<file path="src/rtl/program_loader.sv">
// program_loader: host-side front end of the instruction-memory program load.
// Parses a big-endian 32-bit word-count header from the UART byte stream, then
// forwards count*4 payload bytes to the fetch-stage loader, framed by a single
// start pulse and a single end pulse. Bad headers and stalled transfers are
// reported through the sticky error flag.
//
// Ports:
//   CLK          system clock, rising edge
//   reset        asynchronous, active-high reset
//   loader_go    arm pulse, honoured only in IDLE/DONE/ERR
//   rx_data      byte from the UART receiver
//   rx_valid     one-cycle strobe qualifying rx_data
//   input_data   payload byte to the fetch stage (holds between strobes)
//   input_valid  one-cycle strobe for input_data
//   input_start  one-cycle program-load start pulse
//   input_end    one-cycle program-load end pulse
//   busy         high while a load is in progress (HDR/START/DATA/END)
//   done         high in DONE, sticky until the next arm
//   error        high in ERR, sticky until the next arm
//
// State table:
//   state   | meaning
//   IDLE    | waiting for loader_go after reset
//   HDR     | collecting the 4 header bytes (word count, MSB first)
//   START   | input_start high; a byte arriving now is the first payload byte
//   DATA    | forwarding payload bytes with one cycle of latency
//   END     | input_end high; goes to DONE, or ERR after a payload timeout
//   DONE    | load completed
//   ERR     | header too large or rx stream stalled
module program_loader #(
  parameter int INST_MEM_WIDTH = 14,
  parameter int TIMEOUT        = 1000000
) (
  input  logic       CLK,
  input  logic       reset,
  input  logic       loader_go,
  input  logic [7:0] rx_data,
  input  logic       rx_valid,
  output logic [7:0] input_data,
  output logic       input_valid,
  output logic       input_start,
  output logic       input_end,
  output logic       busy,
  output logic       done,
  output logic       error
);

  localparam int BCNT_W = INST_MEM_WIDTH + 3;
  localparam int IDLE_W = (TIMEOUT > 2) ? $clog2(TIMEOUT) : 1;
  localparam logic [31:0] MAX_WORDS = 32'(1) << INST_MEM_WIDTH;
  // The timeout decision is taken one cycle early so that the registered
  // consequence (ERR, or the abort end pulse) lands exactly TIMEOUT cycles
  // after the last rx byte.
  localparam logic [IDLE_W-1:0] IDLE_LAST = IDLE_W'(TIMEOUT - 2);

  typedef enum logic [2:0] {
    S_IDLE,
    S_HDR,
    S_START,
    S_DATA,
    S_END,
    S_DONE,
    S_ERR
  } state_t;

  state_t             state_q, state_d;
  logic [31:0]        count_q, count_d;
  logic [1:0]         hdr_cnt_q, hdr_cnt_d;
  logic [BCNT_W-1:0]  byte_cnt_q, byte_cnt_d;
  logic [IDLE_W-1:0]  idle_q, idle_d;
  logic               abort_q, abort_d;
  logic [7:0]         input_data_q, input_data_d;
  logic               input_valid_q, input_valid_d;
  logic               input_start_q, input_start_d;
  logic               input_end_q, input_end_d;
  logic               busy_q, busy_d;
  logic               done_q, done_d;
  logic               error_q, error_d;

  // count never exceeds 2**INST_MEM_WIDTH once START is reached, so the
  // byte total fits the INST_MEM_WIDTH+3 bit byte counter.
  logic [BCNT_W-1:0]  total_bytes;
  assign total_bytes = {count_q[INST_MEM_WIDTH:0], 2'b00};

  always_comb begin
    state_d       = state_q;
    count_d       = count_q;
    hdr_cnt_d     = hdr_cnt_q;
    byte_cnt_d    = byte_cnt_q;
    idle_d        = '0;
    abort_d       = abort_q;
    input_data_d  = input_data_q;
    input_valid_d = 1'b0;
    input_start_d = 1'b0;
    input_end_d   = 1'b0;

    case (state_q)
      S_IDLE, S_DONE, S_ERR: begin
        if (loader_go) begin
          state_d    = S_HDR;
          count_d    = '0;
          hdr_cnt_d  = '0;
          byte_cnt_d = '0;
          abort_d    = 1'b0;
        end
      end

      S_HDR: begin
        if (rx_valid) begin
          count_d   = {count_q[23:0], rx_data};
          hdr_cnt_d = hdr_cnt_q + 2'd1;
          if (hdr_cnt_q == 2'd3) begin
            if (count_d > MAX_WORDS) begin
              state_d = S_ERR;
            end else begin
              state_d       = S_START;
              input_start_d = 1'b1;
            end
          end
        end else if (idle_q == IDLE_LAST) begin
          state_d = S_ERR;
        end else begin
          idle_d = idle_q + 1'b1;
        end
      end

      S_START: begin
        // A byte landing here is captured straight into the output register,
        // which serves as the one-entry skid and emits it in the first DATA
        // cycle.
        if (count_q == 32'd0) begin
          state_d     = S_END;
          input_end_d = 1'b1;
        end else begin
          state_d = S_DATA;
          if (rx_valid) begin
            input_data_d  = rx_data;
            input_valid_d = 1'b1;
            byte_cnt_d    = byte_cnt_q + 1'b1;
          end
        end
      end

      S_DATA: begin
        // Once the last byte is in flight, further rx bytes are discarded.
        if (byte_cnt_q == total_bytes) begin
          state_d     = S_END;
          input_end_d = 1'b1;
        end else if (rx_valid) begin
          input_data_d  = rx_data;
          input_valid_d = 1'b1;
          byte_cnt_d    = byte_cnt_q + 1'b1;
        end else if (idle_q == IDLE_LAST) begin
          // Close the frame so the fetch stage is released, then report ERR.
          state_d     = S_END;
          input_end_d = 1'b1;
          abort_d     = 1'b1;
        end else begin
          idle_d = idle_q + 1'b1;
        end
      end

      S_END: begin
        state_d = abort_q ? S_ERR : S_DONE;
      end

      default: begin
        state_d = S_IDLE;
      end
    endcase

    busy_d  = (state_d == S_HDR) || (state_d == S_START) ||
              (state_d == S_DATA) || (state_d == S_END);
    done_d  = (state_d == S_DONE);
    error_d = (state_d == S_ERR);
  end

  always_ff @(posedge CLK or posedge reset) begin
    if (reset) begin
      state_q       <= S_IDLE;
      count_q       <= '0;
      hdr_cnt_q     <= '0;
      byte_cnt_q    <= '0;
      idle_q        <= '0;
      abort_q       <= 1'b0;
      input_data_q  <= '0;
      input_valid_q <= 1'b0;
      input_start_q <= 1'b0;
      input_end_q   <= 1'b0;
      busy_q        <= 1'b0;
      done_q        <= 1'b0;
      error_q       <= 1'b0;
    end else begin
      state_q       <= state_d;
      count_q       <= count_d;
      hdr_cnt_q     <= hdr_cnt_d;
      byte_cnt_q    <= byte_cnt_d;
      idle_q        <= idle_d;
      abort_q       <= abort_d;
      input_data_q  <= input_data_d;
      input_valid_q <= input_valid_d;
      input_start_q <= input_start_d;
      input_end_q   <= input_end_d;
      busy_q        <= busy_d;
      done_q        <= done_d;
      error_q       <= error_d;
    end
  end

  assign input_data  = input_data_q;
  assign input_valid = input_valid_q;
  assign input_start = input_start_q;
  assign input_end   = input_end_q;
  assign busy        = busy_q;
  assign done        = done_q;
  assign error       = error_q;

endmodule

</file>
<file path="config.mk">
export PLATFORM = sky130hd
export DESIGN_NAME = program_loader
export DESIGN_NICKNAME = d
export VERILOG_FILES = /design/src/rtl/program_loader.sv
export SDC_FILE = /design/constraint.sdc
export NUM_CORES = 1
export LEC_CHECK = 0
export CORE_MARGIN = 2
export CORE_UTILIZATION = 60
export CTS_BUF_LIST = sky130_fd_sc_hd__clkbuf_4
export DETAILED_ROUTE_END_ITERATION = 10
export PLACE_DENSITY = 0.8
export REMOVE_ABC_BUFFERS = 1
export SYNTH_ARGS = -nofsm -noshare
export SYNTH_HDL_FRONTEND = slang
export SYNTH_SLANG_ARGS = --single-unit
</file>
<file path="constraint.sdc">
create_clock -name CLK -period 7.1 [get_ports CLK]
set_input_delay 1.42 -clock CLK [delete_from_list [all_inputs] [get_ports CLK]]
set_output_delay 1.42 -clock CLK [all_outputs]
set_load 0.02 [all_outputs]
</file>
==> flow_metrics.tcl, run 1 <==
set metrics [dict create \
    result_of_the_run "complete, no violations" \
    routed_wl_um 9540 \
    fraction_of_post_synthesis_cell_area_in_the_top_cell_type_by_area_pct 49.8 \
    ys.flop_type "dfrtp_1" \
    synth.area.top_cells "dfrtp_1, nand2_1, nand3_1" \
    leakage_uw 0.00229 \
    cts_tree "built" \
    dominant_combinational_cell_family_by_area_after_synthesis "simple AND/OR/NAND/NOR gates" \
    headroom_to_the_max_slew_limit_pct 23.9 \
    maxClockFrequency_ghz 0.290 \
    drt_pass1_iterations 5 \
    floorplan.die_area_mm2 0.00816 \
    postRouteAntennaNets 0 \
    floorplan.die.height_um 90.3 \
    tightest_slew_ps 1140 \
    post-cts-setup-buffer-count 0 \
    dpl_worst_slack_ps 3230 \
    multi_input_area_mm2 0.00210 \
    power.density_cell_area_mw_per_mm2 356 \
    post_route_cells_drive_above_1_share_pct 8.02 \
    area_share_of_fa_ha_maj_cells_after_synthesis_pct 1.40 \
    layout_min_cycle_time_ps 3440 \
    setup-violations-final 0 \
    max_cap_violations 0 \
    antenna_violations_before_repair 0 \
    portBuffers 25 \
    initial_core_utilization_pct 61.7 \
    synthesis.area_per_instance_um2 9.40 \
    antennaDiodeCount 0 \
    worstPathMaxFanout 15 \
    ys_async_sr_fraction_pct 100 \
    synth_enable_flop_cells 0 \
    synth-compound-area-share_pct 5.87 \
    synth-warning-count 0 \
    final.fill_count 589 \
    critPathRequiredTime_ps 7420 \
    detailed_place_hpwl_um 6440 \
    cp-end-kind "flip-flop" \
    grt_start_max_net_pins 90 \
    post_cts_gate_resize_count 0 \
    timing_hold_violations_final 0 \
    grt_use_total_pct 24.9 \
    numCtsBuffers 9 \
    post_dp_cell_area_mm2 0.00477 \
    syn2layout_area_growth_pct 10.8 \
    finalInstanceArea_mm2 0.00496 \
    viasPerCell 5.97 \
    tritoncts_num_sinks 89 \
    grt_pass1_vias 3372 \
    fp-row-count 31 \
    netlist.top_cell.by_area "dfrtp_1" \
    wl_per_cell_um 16.0 \
    syn-instance-count 476 \
    dp_cells 582 \
    stdcell_count 598 \
    regArea_mm2 0.00223 \
    detail_route.drc_violations 0 \
    cts-htree-levels 3 \
    max-vdd-ir-drop_v 0.000218 \
    timing.final.crit_share_pct 48.5 \
    multiplexer_fraction_of_the_synthesized_cell_area_pct 3.80 \
    most-common-layout-cells "nand2_1, dfrtp_1, nand3_1" \
    final.setup_skew_ps 19.6 \
    synthesis.area_mm2 0.00447 \
    rsz0062_at_grt "false" \
    cts_root_buf "clkbuf_4" \
    yosysSeqAreaShare_pct 49.8 \
    cts_hold_repair.buffers 0 \
    drt_first_iter_violations 244 \
    finalSetupTns_ps 0 \
    nets 511 \
    route.vias.total 3568 \
    yosys.cell_types.count 47 \
    clockBufferDepth 2 \
    worst_hold_path_type "flip-flop to flip-flop" \
    floorplan.io_pins 26 \
    timing.final.ws_setup_ps 3660 \
    worst-setup-path-type "input port to flip-flop" \
    synth-seq-cells 89 \
    grt_pass1_wl_um 16600 \
    floorplan.core_area_mm2 0.00725 \
    synth_simple_gate_area_share_pct 29.0 \
    clk_transition_reported_paths_ps 140 \
    setup.worst_path.start_class "input port" \
    global_route.overflow_total 0 \
    synthXorXnorAreaFrac_pct 6.85 \
    worstSkewPairLatency_ps 430 \
    gpl.final_weighted_congestion 0.884 \
    timing.final.max_slew_violations 0 \
    most_common_library_cell_in_the_layout_ignoring_fill_and_taps "nand2_1" \
    cp_data_arrival_time_ps 3760 \
    die-width_um 90.3 \
]
## state kept, by name (all words and copies together), names as in the netlist, 2 cells and up
| register | count |
|---|---|
| state_q | 3 |
| hdr_cnt_q | 2 |
| input_data | 8 |
| count_q | 32 |
| idle_q | 20 |
| byte_cnt_q | 17 |
## critical path: stages
cell,delay (ps)
clkdlybuf4s50_1,650
nand2_1,200
a211oi_2,810
buf_4,330
mux2_2,340
## area by class of cell
cell class | instances | area share, %
Clock buffer | 9 | 1.36
Tap cell | 99 | 2.50
Multi-Input combinational cell | 354 | 42.4
Timing Repair Buffer | 28 | 5.50
Sequential cell | 89 | 44.9
Inverter | 12 | 0.934
Clock inverter | 7 | 2.35
## routing by layer
layer	GRT usage [%]	share of wire (%)	wire, um
met1	36.0	46	4380
met2	38.5	47	4460
met3	4.76	5.6	530
met4	7.56	1.7	164
met5	0	0	0
## through the flow
stage,hold WS [ps],total power (uW),util [%]
2_1_floorplan,461,1200,-
3_3_place_gp,481,1390,65.8
3_5_place_dp,482,1410,65.8
4_1_cts,517,1760,68.3
5_1_grt,538,1880,68.3
6_report,512,1760,68.3
## cells in the mapped netlist (3+ instances only)
| library cell | number |
|---|---|
| xor2_1 | 15 |
| nand2b_1 | 7 |
| nor4_1 | 9 |
| inv_1 | 12 |
| clkbuf_1 | 12 |
| nor2_1 | 41 |
| mux2i_1 | 5 |
| nor3_1 | 6 |
| and3_1 | 6 |
| a31oi_1 | 5 |
| nor4b_1 | 3 |
| buf_2 | 6 |
| and2_1 | 8 |
| nand4_1 | 16 |
| mux2_4 | 5 |
| ha_1 | 5 |
| and4_1 | 4 |
| nand3_1 | 51 |
| mux2_2 | 4 |
| or4_1 | 3 |
| xnor2_1 | 20 |
| a21oi_1 | 6 |
| nand2_1 | 98 |
| a41o_1 | 4 |
| a31o_2 | 4 |
| o21ai_0 | 7 |
| dfrtp_1 | 89 |
## cells by family after synthesis
| family | after synthesis |
|---|---|
| xor+xnor | 35 |
| compound gates | 37 |
| mux | 14 |
| buf+inv | 33 |
| flops | 89 |
| simple gates | 263 |
| fa+ha+maj | 5 |
## worst paths after layout
kind / startpoint / end / slack (ps) / cells past startpoint
max in group asynchronous: reset / byte_cnt_q[8] / 4730 / 3
hold / removal: count_q[15] / count_q[23] / 510 / 2
hold reg to reg: count_q[15] / count_q[23] / 510 / 2
setup / recovery: rx_valid / input_data[6] / 3660 / 5
min in group asynchronous: reset / input_data[4] / 1690 / 3
setup reg to reg: state_q[0] / input_data[6] / 4500 / 6
## power breakdown
group | leakage (uW) | switching [uW] | total, uW | internal (uW)
logic | 0.00100 | 353 | 615 | 262
registers | 0.00119 | 150 | 792 | 642
clock network | 0.0000983 | 176 | 356 | 179
(Power assumes the default switching activity.)
==> inputs of run 2 (changes only) <==
--- a/config.mk
+++ b/config.mk
@@ -6,10 +6,10 @@
 export NUM_CORES = 1
 export LEC_CHECK = 0
 export CORE_MARGIN = 2
-export CORE_UTILIZATION = 60
+export CORE_UTILIZATION = 56
 export CTS_BUF_LIST = sky130_fd_sc_hd__clkbuf_4
 export DETAILED_ROUTE_END_ITERATION = 10
-export PLACE_DENSITY = 0.8
+export PLACE_DENSITY = 0.79
 export REMOVE_ABC_BUFFERS = 1
 export SYNTH_ARGS = -nofsm -noshare
 export SYNTH_HDL_FRONTEND = slang
==> constraint.sdc (replaced) <==
create_clock -name CLK -period 2.95 [get_ports CLK]
set_input_delay 0.59 -clock CLK [delete_from_list [all_inputs] [get_ports CLK]]
set_output_delay 0.59 -clock CLK [all_outputs]
set_load 0.02 [all_outputs]
==> flow_metrics.tcl, run 2 (same netlist as run 1, synthesis figures left out) <==
set metrics [dict create \
    result_of_the_run "complete, no violations" \
    cts_tree "built" \
    max_stage_delay_ps 470 \
    headroom_to_the_max_slew_limit_pct 54.6 \
    finalSetupTns_ps 0 \
    gpl.final_weighted_congestion 0.831 \
    routed_wl_um 9100 \
    report.power.total_uw 3990 \
    initial_core_utilization_pct 57.9 \
    dpl_worst_slack_ps 416 \
    worstPathMaxFanout 23 \
    power.density_cell_area_mw_per_mm2 807 \
    grt_start_max_net_pins 65 \
    clk_transition_reported_paths_ps 140 \
    crit-reg2reg-launch "count_q[12]" \
    worst_hold_path_type "input port to async pin" \
    critical-path-top-delay-family "simple AND/OR/NAND/NOR gates" \
    seq_power_share_pct 47.4 \
    largest_reg_flops 32 \
    antenna_violations_before_repair 0 \
    grt_use_total_pct 22.7 \
    global_route.overflow_total 0 \
    setup.worst_path.start_class "flip-flop" \
    portBuffers 25 \
    power_switching_uw 1600 \
    post-cts-setup-buffer-count 0 \
    cp-end-kind "flip-flop" \
    cp_data_arrival_time_ps 2620 \
    cts_hold_repair.buffers 0 \
    nets 517 \
    drt_first_iter_violations 231 \
    timing_hold_violations_final 0 \
    max_cap_violations 0 \
    pwr-share-comb_pct 37.8 \
    cts_root_buf "clkbuf_4" \
    rsz0062_at_grt "false" \
    route.vias.total 3468 \
    floorplan.io_pins 26 \
    floorplan.die.height_um 93.4 \
    wl_per_cell_um 15.0 \
    postRouteAntennaNets 0 \
    viasPerCell 5.71 \
    timing.final.ws_setup_ps 660 \
    layout_min_cycle_time_ps 2290 \
    die-width_um 93.4 \
    detail_route.drc_violations 0 \
    floorplan.die_area_mm2 0.00872 \
    timing.final.crit_share_pct 77.6 \
    sw_share_pct 40.2 \
    intPower_uw 2390 \
    power.share.clock_pct 14.8 \
    cell_chain_critical_path "nor4_1, nand4_1, nor4_4, a211oi_2, buf_4, mux2_4" \
    drt_pass1_iterations 7 \
    register_name_with_the_most_flops "count_q" \
    cp.buffers_inverters 1 \
    critPathLaunch "count_q[12]" \
    tritoncts_num_sinks 89 \
    final.setup_skew_ps 12.4 \
    post_route_cells_drive_above_1_share_pct 9.11 \
    numCtsBuffers 9 \
    reg_top3 "count_q x32, idle_q x20, byte_cnt_q x17" \
    critPathRequiredTime_ps 3280 \
    tightest_slew_ps 682 \
    clockBufferDepth 2 \
    worst-setup-path-type "flip-flop to flip-flop" \
    detailed_place_hpwl_um 6490 \
    floorplan.core_area_mm2 0.00773 \
    setup-violations-final 0 \
    grt_pass1_wl_um 15800 \
    fp-row-count 32 \
    antennaDiodeCount 0 \
    max-vdd-ir-drop_v 0.000481 \
    grt_pass1_vias 3387 \
    leakage_uw 0.00228 \
    worstSkewPairLatency_ps 440 \
    most_common_library_cell_in_the_layout_ignoring_fill_and_taps "nand2_1" \
    timing.final.max_slew_violations 0 \
    most-common-layout-cells "nand2_1, dfrtp_1, nand3_1" \
    post_cts_gate_resize_count 0 \
    cts-htree-levels 3 \
    maxClockFrequency_ghz 0.437 \
    crit_path_top_delay_cell "dfrtp_1" \
    syn2layout_area_growth_pct 10.6 \
]
==> run 2: layout make-up <==
class / count / area, um2
clock buffer: 9 / 67.6
clock inverter: 7 / 46.3
fill: 628 / 2780
inverter: 12 / 46.3
multi-input combinational: 354 / 2100
sequential: 89 / 2230
tap: 102 / 128
timing repair buffer: 34 / 330
==> run 2: power by group through the flow <==
| stage | sequential, uW | clock (uW) | combinational (uW) |
|---|---|---|---|
| after global routing | 1940 | 658 | 1690 |
| after floorplan | 1900 | 0 | 987 |
| final | 1890 | 593 | 1510 |
| after CTS | 1890 | 609 | 1520 |
| after global placement | 1900 | 0 | 1480 |
| after detailed placement | 1910 | 0 | 1520 |
==> run 2: worst paths after layout <==
| check | end | slack, ps | cells past startpoint |
|---|---|---|---|
| setup reg to reg | input_data[7] | 660 | 6 |
| hold reg to reg | count_q[28] | 500 | 2 |
| setup / recovery | input_data[7] | 660 | 6 |
| max in group asynchronous | hdr_cnt_q[0] | 1800 | 3 |
| min in group CLK | count_q[28] | 500 | 2 |
| hold / removal | input_data[0] | 460 | 2 |
==> run 2: metrics by stage <==
step                hold WS (ps)  cell area (um2)  utilization (%)  cells
finish                       457             4950             64.0    607
global route                 506             4950             64.0    607
CTS                          464             4950             64.0    607
detailed placement           485             4830             62.6    591
global placement             482             4830             62.6    591
floorplan                    461             4370                -    455
==> run 2: layer usage <==
layer  routed length (um)  GRT usage, %
met1                 4020          28.9
met2                 4570          38.3
met3                  337          5.24
met4                  172          7.11
met5                    0             0
==> inputs of run 3 (changes only) <==
==> constraint.sdc (replaced) <==
create_clock -name CLK -period 1.85 [get_ports CLK]
set_input_delay 0.37 -clock CLK [delete_from_list [all_inputs] [get_ports CLK]]
set_output_delay 0.37 -clock CLK [all_outputs]
set_load 0.02 [all_outputs]
==> flow_metrics.tcl, run 3 (same netlist as run 1, synthesis figures left out) <==
set metrics [dict create \
    max-vdd-ir-drop_v 0.000723 \
    timing_hold_violations_final 0 \
    max_cap_violations 0 \
    viasPerCell 5.99 \
    dpl_worst_slack_ps -449 \
    postRouteAntennaNets 0 \
    max_stage_delay_ps 410 \
    setup.worst_path.start_class "flip-flop" \
    worst-setup-path-type "flip-flop to flip-flop" \
    cell_chain_critical_path "nor4_1, nand4_1, nor4_4, buf_4, a211oi_4, buf_12, mux2_4" \
    grt_start_max_net_pins 48 \
    floorplan.die_area_mm2 0.00872 \
    timing.final.crit_share_pct 114 \
    numCtsBuffers 9 \
    result_of_the_run "finished, violations left" \
    route.vias.total 4220 \
    cp_data_arrival_time_ps 2450 \
    routed_wl_um 13000 \
    syn2layout_area_growth_pct 42.1 \
    die-width_um 93.4 \
    antenna_violations_before_repair 0 \
    layout_min_cycle_time_ps 2110 \
    largest_reg_flops 32 \
    maxClockFrequency_ghz 0.474 \
    tightest_slew_ps 616 \
    cts_hold_repair.buffers 0 \
    worst_hold_path_type "input port to async pin" \
    power.density_cell_area_mw_per_mm2 1270 \
    floorplan.die.height_um 93.4 \
    holdWs_ps 179 \
    critPathRequiredTime_ps 2190 \
    cts_tree "built" \
    floorplan.io_pins 26 \
    portBuffers 25 \
    headroom_to_the_max_slew_limit_pct 58.8 \
    dp_cells 671 \
    clk_transition_reported_paths_ps 150 \
    clockBufferDepth 2 \
    grt_pass1_vias 4263 \
    most_common_library_cell_in_the_layout_ignoring_fill_and_taps "nand2_1" \
    global_route.overflow_total 0 \
    cts_root_buf "clkbuf_4" \
    rsz0062_at_grt "true" \
    worstPathMaxFanout 12 \
    gpl.final_weighted_congestion 0.911 \
    cp.buffers_inverters 2 \
    cts-htree-levels 3 \
    drt_pass1_iterations 5 \
    post_dp_cell_area_mm2 0.00552 \
    timing.final.ws_setup_ps -259 \
    reg2reg_depth 7 \
    detailed_place_hpwl_um 7720 \
    leakage_uw 0.00298 \
    most-common-layout-cells "nand2_1, dfrtp_1, buf_4" \
    grt_pass1_wl_um 19500 \
    initial_core_utilization_pct 57.9 \
    timing.final.max_slew_violations 0 \
    detail_route.drc_violations 0 \
    register_name_with_the_most_flops "count_q" \
    setup-violations-final 63 \
    antennaDiodeCount 0 \
    post_route_cells_drive_above_1_share_pct 35.2 \
    fp-row-count 32 \
    stdcell_count 704 \
    cp-end-kind "flip-flop" \
    reg_top3 "count_q x32, idle_q x20, byte_cnt_q x17" \
    wl_per_cell_um 18.5 \
    violations "setup timing" \
    finalInstanceArea_mm2 0.00636 \
    critical-path-top-delay-family "simple AND/OR/NAND/NOR gates" \
    finalSetupTns_ps -9190 \
    drt_first_iter_violations 351 \
    tritoncts_num_sinks 89 \
    worstSkewPairLatency_ps 450 \
    floorplan.core_area_mm2 0.00773 \
    grt_use_total_pct 28.7 \
    crit_cells 7 \
    crit_path_top_delay_cell "dfrtp_1" \
    final.setup_skew_ps 15.7 \
    nets 615 \
]
run 3: cell types whose count changed in the layout (fill, tap and decap cells not counted), moves of 5 or more:
cell / change
buf_4: +80
nor2_1: -24
nor2_4: +17
buf_12: +8
nor2_2: +7
buf_6: +6
nand2_1: -6
a21oi_1: -5
nand2_2: +5
nor4_1: -5
run 3: report_power, final:
part / switching (uW) / internal (uW)
Sequential: 386 / 2460
Clock: 690 / 412
Combinational: 2130 / 1980
run 3: final cells by class:
class | count | area, um2
Sequential cell | 89 | 2230
Timing Repair Buffer | 132 | 1270
Clock inverter | 6 | 68.8
Tap cell | 102 | 128
Fill cell | 429 | 1370
Clock buffer | 9 | 67.6
Inverter | 12 | 46.3
Multi-Input combinational cell | 354 | 2550
run 3: metal layers:
metal,wire length (um),vias to the layer above,global-route usage (%)
met5,0,-,0
met4,469,0,13.6
met3,639,44,4.19
met2,7110,188,52.7
met1,4820,2089,32.4
li1,-,1899,-
run 3: worst register-to-register path: cells and delay by family, from the launching register on:
| family | cells | cell delay, ps |
|---|---|---|
| AND/OR/NAND/NOR | 3 | 870 |
| AO/OA/AOI/OAI | 1 | 60 |
| flip-flops | 1 | 410 |
| multiplexers | 1 | 300 |
| buffers and inverters | 2 | 360 |
run 3: path summary, 6_finish.rpt:
check	startpoint	to	slack [ps]
min reg2reg	hdr_cnt_q[0]	hdr_cnt_q[0]	520
max in group asynchronous	reset	idle_q[8]	1110
min in group CLK	hdr_cnt_q[0]	hdr_cnt_q[0]	520
max reg2reg	count_q[16]	input_data[3]	-260
min	reset	input_data[7]	180
max	count_q[16]	input_data[3]	-260
run 3: timing repair:
item | 4_1_cts | 5_1_grt
pin swaps | 19 | 30
buffers inserted | 12 | 5
endpoints found under the setup margin | 52 | 68
gates cloned | 2 | 2
gates resized for setup | 45 | 71
run 3: stage by stage:
step | power (uW) | util [%]
after floorplan | 4600 | -
after global placement | 6080 | 71.5
after detailed placement | 6220 | 71.5
after CTS | 7680 | 77.5
after global routing | 8490 | 82.3
final | 8060 | 82.3
